**config.mk**
```make
export PLATFORM = sky130hd
export DESIGN_NAME = netid_seq_reader
export DESIGN_NICKNAME = d
export VERILOG_FILES = /design/src/rtl/netid_pkg.sv /design/src/rtl/netid_sym_cmp.sv /design/src/rtl/netid_seq_reader.sv
export SDC_FILE = /design/constraint.sdc
export NUM_CORES = 1
export LEC_CHECK = 0
export CAP_MARGIN = 30
export CORE_ASPECT_RATIO = 1.1
export CORE_UTILIZATION = 40
export DETAILED_ROUTE_END_ITERATION = 8
export SLEW_MARGIN = 20
export SYNTH_ARGS = -nofsm -noshare
export SYNTH_HDL_FRONTEND = slang
export SYNTH_SLANG_ARGS = --single-unit
```
**constraint.sdc**
```tcl
create_clock -name clk -period 4.16 [get_ports clk]
set_input_delay 1.04 -clock clk [delete_from_list [all_inputs] [get_ports clk]]
set_output_delay 1.04 -clock clk [all_outputs]
set_load 0.05 [all_outputs]
```
**src/rtl/netid_pkg.sv**
```systemverilog
// rtl/netid_pkg.sv - shared state encoding and default NetID constants for the sequence reader.
package netid_pkg;

    localparam int         NETID_DEPTH = 4;
    localparam logic [7:0] NETID_SYM   = 8'h7D;

    typedef enum logic [1:0] {
        LOAD,
        HUNT,
        TRACK,
        HIT
    } state_t;

endpackage

```
**src/rtl/netid_sym_cmp.sv**
```systemverilog
// rtl/netid_sym_cmp.sv - compares one symbol against one pattern slot (masked when NETID_SEQ_MASK_EN).
module netid_sym_cmp #(
    parameter int WIDTH = 8
) (
    input  logic [WIDTH-1:0] sym,
    input  logic [WIDTH-1:0] slot,
`ifdef NETID_SEQ_MASK_EN
    input  logic [WIDTH-1:0] mask,
`endif
    output logic             eq
);

`ifdef NETID_SEQ_MASK_EN
    // A cleared mask bit makes that bit position a don't-care.
    assign eq = ((sym ^ slot) & mask) == '0;
`else
    assign eq = (sym == slot);
`endif

endmodule

```
**src/rtl/netid_seq_reader.sv**
```systemverilog
// rtl/netid_seq_reader.sv - streaming NetID pattern detector with run-time reprogramming.
// Optional per-bit don't-care masks are enabled by defining NETID_SEQ_MASK_EN.
module netid_seq_reader
    import netid_pkg::*;
#(
    parameter int                     WIDTH        = 8,
    parameter int                     DEPTH        = NETID_DEPTH,
    parameter logic [WIDTH*DEPTH-1:0] INIT_PATTERN = {DEPTH{WIDTH'(NETID_SYM)}},
    parameter int                     CNT_W        = 8
) (
    input  logic                     clk,
    input  logic                     reset_n,
    input  logic                     sym_valid,
    input  logic [WIDTH-1:0]         sym,
    input  logic                     prog_en,
    input  logic [WIDTH-1:0]         prog_sym,
`ifdef NETID_SEQ_MASK_EN
    input  logic [WIDTH-1:0]         prog_mask,
`endif
    output logic                     match,
    output logic [$clog2(DEPTH)-1:0] progress,
    output logic                     busy_prog,
    output logic [CNT_W-1:0]         match_cnt
);

    localparam int           PW   = $clog2(DEPTH);
    localparam logic [PW-1:0] LAST = PW'(DEPTH - 1);

    state_t           state;
    logic [PW-1:0]    prog_idx;
    logic [WIDTH-1:0] pattern [DEPTH];
    logic             hit_cur;
    logic             hit_first;

`ifdef NETID_SEQ_MASK_EN
    logic [WIDTH-1:0] mask [DEPTH];

    netid_sym_cmp #(.WIDTH(WIDTH)) u_cmp_cur (
        .sym  (sym),
        .slot (pattern[progress]),
        .mask (mask[progress]),
        .eq   (hit_cur)
    );

    netid_sym_cmp #(.WIDTH(WIDTH)) u_cmp_first (
        .sym  (sym),
        .slot (pattern[0]),
        .mask (mask[0]),
        .eq   (hit_first)
    );
`else
    netid_sym_cmp #(.WIDTH(WIDTH)) u_cmp_cur (
        .sym  (sym),
        .slot (pattern[progress]),
        .eq   (hit_cur)
    );

    netid_sym_cmp #(.WIDTH(WIDTH)) u_cmp_first (
        .sym  (sym),
        .slot (pattern[0]),
        .eq   (hit_first)
    );
`endif

    // progress is held at 0 in HIT, so pattern[progress] already restarts from slot 0 there.
    always_ff @(posedge clk or negedge reset_n) begin
        if (!reset_n) begin
            for (int i = 0; i < DEPTH; i++) begin
                pattern[i] <= INIT_PATTERN[i*WIDTH +: WIDTH];
`ifdef NETID_SEQ_MASK_EN
                mask[i]    <= '1;
`endif
            end
            prog_idx  <= '0;
            state     <= HUNT;
            progress  <= '0;
            match     <= 1'b0;
            busy_prog <= 1'b0;
            match_cnt <= '0;
        end else begin
            match <= 1'b0;
            if (prog_en) begin
                pattern[prog_idx] <= prog_sym;
`ifdef NETID_SEQ_MASK_EN
                mask[prog_idx]    <= prog_mask;
`endif
                progress <= '0;
                if (prog_idx == LAST) begin
                    prog_idx  <= '0;
                    busy_prog <= 1'b0;
                    state     <= HUNT;
                end else begin
                    prog_idx  <= prog_idx + 1'b1;
                    busy_prog <= 1'b1;
                    state     <= LOAD;
                end
            end else if (state != LOAD) begin
                if (sym_valid) begin
                    if (hit_cur && progress == LAST) begin
                        state    <= HIT;
                        match    <= 1'b1;
                        progress <= '0;
                        if (match_cnt != '1) begin
                            match_cnt <= match_cnt + 1'b1;
                        end
                    end else if (hit_cur) begin
                        state    <= TRACK;
                        progress <= progress + 1'b1;
                    end else if (hit_first) begin
                        state    <= TRACK;
                        progress <= PW'(1);
                    end else begin
                        state    <= HUNT;
                        progress <= '0;
                    end
                end else if (state == HIT) begin
                    state <= HUNT;
                end
            end
        end
    end

endmodule
```
==> results.txt, run 1 <==
status -> finished clean
clock root buffer -> clkbuf_8
nets -> 239
GR Layer Usage met2 -> 30.4%
CTS buffer count -> 5
DR vias/cell -> 5.30
RSZ-0062 raised after global routing -> false
Total Neg Setup Slack -> 0 ps
Post-Route WL -> 4.79 mm
worst hold start -> pattern[23]
CP Data Required Time -> 3120 ps
PortBufs -> 31
first drt pass iteration count -> 5
Initial Util -> 41.8%
clk_lat worst skew -> 300 ps
Vias -> 1542
I/O pins -> 32
Power Internal -> 0.00124 W
Die Width -> 76.5 µm
HP Class -> flip-flop to flip-flop
clock buffer depth -> 2
number of buffers and inverters on the critical path -> 1
worst slew pin tran -> 694 ps
Top delay family on crit path -> buffers and inverters
nature of the critical path endpoint -> output port
Layout Utilization -> 50.7%
static leakage -> 1.18 nW
CP max FO -> 12
Cell Area, Synth -> 2440 µm²
reg-to-reg startpoint -> progress[0]
HPWL Detailed -> 3.50 mm
sequential power share -> 48.9%
post-CTS setup buffers -> 0
Detail Route Antenna Nets -> 0
Cell variety after synth -> 31
Layout Cells excl Fill -> 291
number of synthesized flops with an enable pin -> 0
#FFs+latches synth -> 48
Post-Syn Area per Cell -> 13.7 µm²
Antenna Cells -> 0
Sw Pwr -> 0.000463 W
die area -> 6420 µm²
Site Rows -> 29
hold path depth -> 1
hold endpoint -> pattern[23]
Mapped Nets -> 204
Slowest cell on crit path -> clkdlybuf4s50_1
hold_buf cts -> 0
count leader, synth -> mux2_2
number of gates resized after CTS -> 0
grt total ovfl -> 0
register area -> 1230 µm²
gpl congestion -> 0.785
switching part of the total -> 27.1%
initial antenna violation count -> 0
number of DRC violations after detailed-routing iteration 0 -> 72
peak supply drop -> 0.000264 V
sequential fraction of the synthesis area -> 50.5%
CTS tree -> yes
reg2reg path depth -> 6
final cycle utilization of the critical path -> 71.5%
YS warnings -> 0
Synth top cells by count -> mux2_2 (35), dfstp_2 (25), dfrtp_1 (23)
Top Usage Layer GRT -> met2
area delta synth->final -> 21.3%
area of the multi-input gates -> 1150 µm²
die height -> 83.9 µm
M3 GR Usage -> 3.83%
crit path cell chain -> clkdlybuf4s50_1
H-tree depth -> 2
post-layout min period -> 2980 ps
Synth async-reset ratio -> 100%
FF-to-FF End -> match_cnt[7]
Max Cap Viol -> 0
vias in the first global route -> 1661
logic gate share of total power -> 29.9%
share of the synthesized area in the top cell type -> 26.9%
Post-route DRC -> 0
reg2reg setup slack -> 1220 ps
Max Clk Rate -> 0.336 GHz
GRT Total Usage -> 17.1%
prevailing post-synth register cell -> dfstp_2
WL/cell -> 16.5 µm
Pwr Density -> 577 nW/µm²
clock skew -> 5.88 ps
Slew headroom -> 53.7%
# fillers -> 515
CP Class -> flip-flop to output port
CP Launch Type -> flip-flop
Post-Synthesis Cells -> 178
Synth area leader -> dfstp_2
layout cells sized above 1 -> 33.2%
Arr. time, crit path -> 1940 ps
main area contributors after synthesis -> dfstp_2 (27%), dfrtp_1 (24%), mux2_2 (16%)
Clk pin slew, worst setup/hold paths -> 80 ps
Core Footprint -> 5840 µm²
# setup viols final -> 0
final hold viol count -> 0
Slew Limit Fails -> 0
placed insts -> 283
clock power share -> 21.2%
first-pass GRT wire length -> 8.35 mm
CP peak stage delay -> 910 ps
largest net degree at the start of global routing -> 32
met1 GRT Util -> 20.4%
Clock Sinks -> 48
routing by layer:
layer	wire, µm	vias up
met5	0	-
met4	38	0
met3	134	4
met2	2550	32
met1	2070	785
li1	-	721
through the flow:
stage | total power, W | cell area (µm²) | setup slack, ps | hold WS (ps)
after floorplan | 0.00120 | 2440 | 1330 | 470
after global placement | 0.00132 | 2810 | 1050 | 480
after detailed placement | 0.00136 | 2830 | 1050 | 487
after CTS | 0.00173 | 2960 | 1130 | 508
after global routing | 0.00182 | 2960 | 1030 | 531
final | 0.00171 | 2960 | 1180 | 501
placed cells by master, fill, tap and decap left out, drive strengths merged:
master,count
nand2,11
and2b,1
nand2b,1
mux2,35
bufinv,1
o21ai,4
ha,6
o311a,1
or4,2
o31ai,1
xor2,4
dfrtp,23
a222oi,1
clkbuf,7
nor3,3
dfstp,25
o21bai,1
or4b,1
a221oi,1
mux4,8
nor4,1
nand3,7
or3,1
buf,2
a32o,1
inv,6
xnor2,18
nor2,6
clkdlybuf4s50,30
nand4,4
o211ai,1
power by group through the flow:
stage | registers [W] | logic, W | clock network, W
after floorplan | 0.000814 | 0.000389 | 0
after global placement | 0.000825 | 0.000494 | 0
after detailed placement | 0.000845 | 0.000516 | 0
after CTS | 0.000837 | 0.000518 | 0.000375
after global routing | 0.000862 | 0.000563 | 0.000398
final | 0.000834 | 0.000510 | 0.000363
cell type report:
cell class | instances | share of cell area [%]
sequential | 48 | 41.6
multi-input combinational | 120 | 38.8
timing repair buffer | 32 | 11.2
clock buffer | 7 | 3.26
tap | 77 | 3.26
clock inverter | 1 | 1.01
inverter | 6 | 0.761
cells by family (layout without fill, tap and decap cells):
family	Yosys count	in the layout	share of synthesized area [%]
flip-flops	48	48	50.5
multiplexers	43	43	24.8
AND/OR/NAND/NOR	38	38	8.00
XOR/XNOR	22	22	7.90
AO/OA/AOI/OAI	11	11	3.33
buffers and inverters	10	46	2.41
adder cells (fa/ha/maj)	6	6	3.08
flip-flops by register name (all words and copies together) (netlist names):
signal and count:
progress 2, state 2, busy_prog 1, match_cnt 8, match 1, prog_idx 2
pattern 32
worst max-delay path by stage:
stage,from,to,cells after the start
floorplan,progress[0],match_cnt[5],7
global placement,sym[7],match_cnt[7],6
detailed placement,sym[7],match_cnt[7],6
CTS,progress[0],progress[0],1
global route,progress[0],match_cnt[6],6
finish,progress[0],progress[0],1
(Power assumes the default switching activity.)
==> run 2: changes to the inputs <==
==> constraint.sdc (replaced) <==
create_clock -name clk -period 2.74 [get_ports clk]
set_input_delay 0.685 -clock clk [delete_from_list [all_inputs] [get_ports clk]]
set_output_delay 0.685 -clock clk [all_outputs]
set_load 0.05 [all_outputs]
==> run 2 against run 1 <==
Against the previous run:
- clock skew hardly changed
- global-route usage is 0.52 points lower
- critical path depth up 7
- routed wire length rose by 4.1%
- worst hold slack got worse by 60 ps
- sequential power is 52% higher
- critical endpoint is now progress[0]
- largest cell class unchanged
- highest routed layer unchanged
==> results.txt, run 2 (same netlist as run 1, synthesis figures left out) <==
Regs by FF count -> pattern x32, match_cnt x8
Site Rows -> 29
peak supply drop -> 0.000470 V
met3 routed WL -> 214 µm
Max Clk Rate -> 0.382 GHz
switching part of the total -> 28.3%
layout cells sized above 1 -> 37.6%
CP Data Required Time -> 2970 ps
Max Cap Viol -> 0
vias in the first global route -> 1665
clock root buffer -> clkbuf_8
Vias -> 1611
gpl congestion -> 0.845
nets -> 251
HPWL Detailed -> 3.64 mm
Core Footprint -> 5840 µm²
die height -> 83.9 µm
# setup viols final -> 0
worst slew pin tran -> 737 ps
number of DRC violations after detailed-routing iteration 0 -> 95
grt total ovfl -> 0
routed length on met1 -> 2.06 mm
RSZ-0062 raised after global routing -> false
WL/cell -> 16.5 µm
sequential power share -> 50.3%
post-layout min period -> 2620 ps
logic gate share of total power -> 31.2%
static leakage -> 1.22 nW
clock skew -> 6.04 ps
Most flops, register -> pattern
die area -> 6420 µm²
max FFs per register -> 32
CTS tree -> yes
metal2 WL -> 2.62 mm
Post-route DRC -> 0
clock power share -> 18.5%
first drt pass iteration count -> 5
Slew Limit Fails -> 0
H-tree depth -> 2
Sw Pwr -> 0.000714 W
Post-Route WL -> 4.99 mm
nature of the critical path endpoint -> flip-flop
Pwr Density -> 836 nW/µm²
Place WS -> 19.2 ps
Design Area, Final -> 3030 µm²
CP max FO -> 6
largest net degree at the start of global routing -> 35
area delta synth->final -> 24.0%
first-pass GRT wire length -> 8.11 mm
Initial Util -> 41.8%
clk_lat worst skew -> 300 ps
commonest non-fill, non-tap cell in the layout -> mux2_2
HP Class -> input port to async pin
clock buffer depth -> 2
Clk pin slew, worst setup/hold paths -> 90 ps
Final Worst Setup Slack -> 119 ps
PortBufs -> 31
WHS -> 441 ps
Layout Utilization -> 51.8%
Detail Route Antenna Nets -> 0
CP Class -> flip-flop to flip-flop
DP Area -> 2880 µm²
GRT Total Usage -> 16.5%
Slew headroom -> 50.8%
CP Launch Type -> flip-flop
Arr. time, crit path -> 2850 ps
final hold viol count -> 0
Power Internal -> 0.00181 W
Total Neg Setup Slack -> 0 ps
final cycle utilization of the critical path -> 95.7%
DR top layer -> met4
CTS buffer count -> 5
status -> finished clean
Die Width -> 76.5 µm
I/O pins -> 32
Antenna Cells -> 0
DR vias/cell -> 5.32
most frequent cells in the layout -> mux2_2 (35), clkdlybuf4s50_1 (30), dfstp_2 (25)
initial antenna violation count -> 0
Clock Sinks -> 48
-- run 2: cell count changes in the layout (fill, tap and decap cells not counted), sizes merged --
cell	delta
buf	+12
bufinv	-1
clkbuf	-1
clkinv	+1
clkinvlp	+1
-- run 2: through the flow --
step | instances | total power [W]
floorplan | 178 | 0.00183
global placement | 292 | 0.00203
detailed placement | 292 | 0.00208
CTS | 300 | 0.00256
global route | 303 | 0.00269
finish | 303 | 0.00253
-- run 2: area by class of cell --
cell class	instances	area (µm²)
well taps	77	96.3
clock buffers	6	93.8
clock inverters	2	12.5
inverters	6	22.5
multi-input cells	120	1150
flip-flops and latches	48	1230
repair buffers	44	413
fillers	504	2820
-- run 2: worst paths after layout --
check / start / endpoint / slack [ps] / cells after the start
max: progress[0] / progress[0] / 120 / 8
max in group asynchronous: reset_n / pattern[0] / 1610 / 2
min in group clk: pattern[7] / pattern[7] / 520 / 1
min reg2reg: pattern[7] / pattern[7] / 520 / 1
max reg2reg: progress[0] / progress[0] / 120 / 8
min: reset_n / match_cnt[0] / 440 / 1
-- run 2: critical path: stages, from the launching register on --
cell and delay [ps]:
dfrtp_2 400, buf_4 150, mux4_1 560, xnor2_1 170, nand4_1 150, or3_4 380
buf_4 170, or4b_1 470, nand3_1 110
-- run 2: layer usage --
layer	vias up	global-route usage [%]
met1	819	18.9
met4	0	6.12
met3	8	4.15
met2	40	29.6
met5	-	0
li1	744	-
-- run 2: power groups by stage --
stage	clock network (W)	registers, W	logic [W]
global route	0.000526	0.00130	0.000863
detailed placement	0	0.00129	0.000795
CTS	0.000488	0.00127	0.000799
global placement	0	0.00126	0.000763
finish	0.000467	0.00127	0.000790
floorplan	0	0.00124	0.000591
-- run 2: repair_timing --
action / in CTS / in global routing
endpoints found under the setup margin: 0 / 8
hold endpoints to repair: 0 / 0
gates resized for setup: 0 / 1
hold buffers: 0 / 0
buffers inserted: 0 / 3
==> run 3: changes to the inputs <==
--- a/config.mk
+++ b/config.mk
@@ -12,4 +12,5 @@
 export SLEW_MARGIN = 20
 export SYNTH_ARGS = -nofsm -noshare
 export SYNTH_HDL_FRONTEND = slang
+export SYNTH_HIERARCHICAL = 1
 export SYNTH_SLANG_ARGS = --single-unit
==> constraint.sdc (replaced) <==
create_clock -name clk -period 2.74 [get_ports clk]
set_input_delay 0.685 -clock clk [delete_from_list [all_inputs] [get_ports clk]]
set_output_delay 0.685 -clock clk [all_outputs]
set_load 0.01 [all_outputs]
==> run 3 against run 2 <==
Against the previous run:
- critical path depth up 1
- clock skew about the same
- count of clock-buffer cells in the layout unchanged
- first-iteration DRC count down 37%
- core utilization up 1.9 points
- routed wire length up 6.4%
- sequential cell count unchanged
- non-clock buffer count up 3
- synthesized area up 0.31%
- largest power group unchanged
==> results.txt, run 3 <==
max FFs per register -> 32
Slowest cell on crit path -> mux4_2
Worst Setup SP -> progress[0]
count leader, synth -> mux2_2
die height -> 84.0 µm
CP max FO -> 6
prevailing post-synth register cell -> dfstp_2
# setup viols final -> 0
Synth async-reset ratio -> 100%
register area -> 1230 µm²
clock power share -> 19.9%
sequential fraction of the synthesis area -> 50.4%
WL/cell -> 17.1 µm
commonest non-fill, non-tap cell in the layout -> mux2_2
Max Clk Rate -> 0.370 GHz
GRT Total Usage -> 18.5%
Post-Syn Area per Cell -> 13.4 µm²
area of the multi-input gates -> 1200 µm²
CP Class -> flip-flop to flip-flop
layout cells sized above 1 -> 42.7%
final hold viol count -> 0
H-tree depth -> 2
nets -> 260
Pwr Density -> 804 nW/µm²
Total Neg Setup Slack -> 0 ps
gpl congestion -> 0.788
Regs by FF count -> pattern x32, match_cnt x8
switching part of the total -> 27.1%
Site Rows -> 29
Slew Limit Fails -> 0
RSZ-0062 raised after global routing -> true
Most flops, register -> pattern
crit path cell chain -> buf_12 -> mux4_2 -> xnor2_2 -> nand4_1 -> nor2_2 -> nand2_1 -> or3_4 -> nor3_4 -> mux2_4
first-pass GRT wire length -> 8.96 mm
#FFs+latches synth -> 48
Max Cap Viol -> 0
hold_buf cts -> 0
CTS buffer count -> 5
die area -> 6440 µm²
most frequent cells in the layout -> mux2_2 (33), clkdlybuf4s50_1 (30), dfstp_2 (25)
worst slew pin tran -> 730 ps
first drt pass iteration count -> 4
status -> finished clean
sequential power share -> 50.1%
Post-Route WL -> 5.31 mm
PortBufs -> 31
CP Data Required Time -> 2930 ps
Antenna Cells -> 0
peak supply drop -> 0.000510 V
DR vias/cell -> 5.23
grt total ovfl -> 0
Cell Area, Synth -> 2450 µm²
CP Launch Type -> flip-flop
Arr. time, crit path -> 2890 ps
nature of the critical path endpoint -> flip-flop
number of synthesized flops with an enable pin -> 0
reg-to-reg startpoint -> progress[0]
Mapped Nets -> 209
CTS tree -> yes
post-layout min period -> 2700 ps
vias in the first global route -> 1762
Vias -> 1626
Initial Util -> 41.9%
area delta synth->final -> 28.3%
clock root buffer -> clkbuf_8
I/O pins -> 32
initial antenna violation count -> 0
clock buffer depth -> 2
Post-Synthesis Cells -> 182
YS warnings -> 6
main area contributors after synthesis -> dfstp_2 (27%), dfrtp_1 (24%), mux2_2 (15%)
Synth top cells by count -> mux2_2 (33), dfstp_2 (25), dfrtp_1 (23)
Clock Sinks -> 48
Detail Route Antenna Nets -> 0
largest net degree at the start of global routing -> 34
number of DRC violations after detailed-routing iteration 0 -> 60
final cycle utilization of the critical path -> 98.6%
Core Footprint -> 5840 µm²
Post-route DRC -> 0
# fillers -> 491
HPWL Detailed -> 3.73 mm
Cell variety after synth -> 35
CP peak stage delay -> 530 ps
logic gate share of total power -> 30.0%
Die Width -> 76.6 µm
Clk pin slew, worst setup/hold paths -> 90 ps
static leakage -> 1.29 nW
clock skew -> 5.80 ps
Slew headroom -> 51.3%
Sw Pwr -> 0.000684 W
clk_lat worst skew -> 300 ps
share of the synthesized area in the top cell type -> 26.8%
Power Internal -> 0.00184 W
HP Class -> input port to async pin
Layout Utilization -> 53.7%
Synth area leader -> dfstp_2
## run 3: cell count changes in the layout (fill, tap and decap cells not counted), moves of 3 or more
| cell | change |
|---|---|
| mux4_2 | +8 |
| nand3_1 | -5 |
| xor2_1 | -3 |
| mux4_1 | -8 |
## run 3: path summary, 6_finish.rpt
check	to	slack, ps	cells after the start
hold reg to reg	pattern[23]	510	1
hold / removal	match_cnt[2]	430	1
min in group clk	pattern[23]	510	1
max in group asynchronous	pattern[24]	1550	2
setup reg to reg	match_cnt[7]	40	9
setup / recovery	match_cnt[7]	40	9
## run 3: critical path, delay by kind of cell (launching register included)
kind / cells / cell delay (ps)
and+or+nand+nor: 5 / 1070
DFF: 1 / 390
xor gates and xnor gates: 1 / 160
muxes: 2 / 850
buffers and inverters: 1 / 140
## run 3: cells by family (layout without fill, tap and decap cells)
group	count (synthesis)	count (layout)	synth area share [%]
buf+inv	10	62	1.64
mux	45	45	24.3
xor+xnor	19	19	6.80
simple gates	39	39	8.69
fa+ha+maj	7	7	3.58
compound gates	14	14	4.65
flops	48	48	50.4
## run 3: cell type report
| type | count | area share, % |
|---|---|---|
| inverter | 7 | 0.837 |
| clock inverter | 2 | 1.12 |
| timing repair buffer | 47 | 15.0 |
| tap | 77 | 3.07 |
| sequential | 48 | 39.3 |
| multi-input combinational | 124 | 38.4 |
| clock buffer | 6 | 2.31 |
## run 3: repair_timing
action                     CTS  global route
buffers inserted             3             0
pin swaps                    7             4
gates cloned                 1             0
gates resized for setup      7             1
setup endpoints to repair    5             8
## run 3: per-layer routing
metal	GRT usage [%]	vias up	share of wire, %
li1	-	756	-
met1	20.5	827	39
met5	0	-	0
met3	3.72	7	2.9
met4	5.24	0	1.1
met2	35.2	36	57
## run 3: power groups by stage
stage	clock network (W)	registers, W	logic [W]
6_report	0.000502	0.00126	0.000758
5_1_grt	0.000559	0.00130	0.000829
4_1_cts	0.000523	0.00126	0.000768
3_5_place_dp	0	0.00127	0.000750
3_3_place_gp	0	0.00125	0.000717
2_1_floorplan	0	0.00122	0.000576
## run 3: stage by stage
step	instance area (µm²)	total power, W	instances	setup slack, ps	hold slack [ps]
2_1_floorplan	2450	0.00179	182	0.919	389
3_3_place_gp	2950	0.00196	299	-78.5	483
3_5_place_dp	2950	0.00202	299	-181	498
4_1_cts	3140	0.00255	311	29.9	456
5_1_grt	3140	0.00269	311	-97.2	483
6_report	3140	0.00252	311	37.7	430
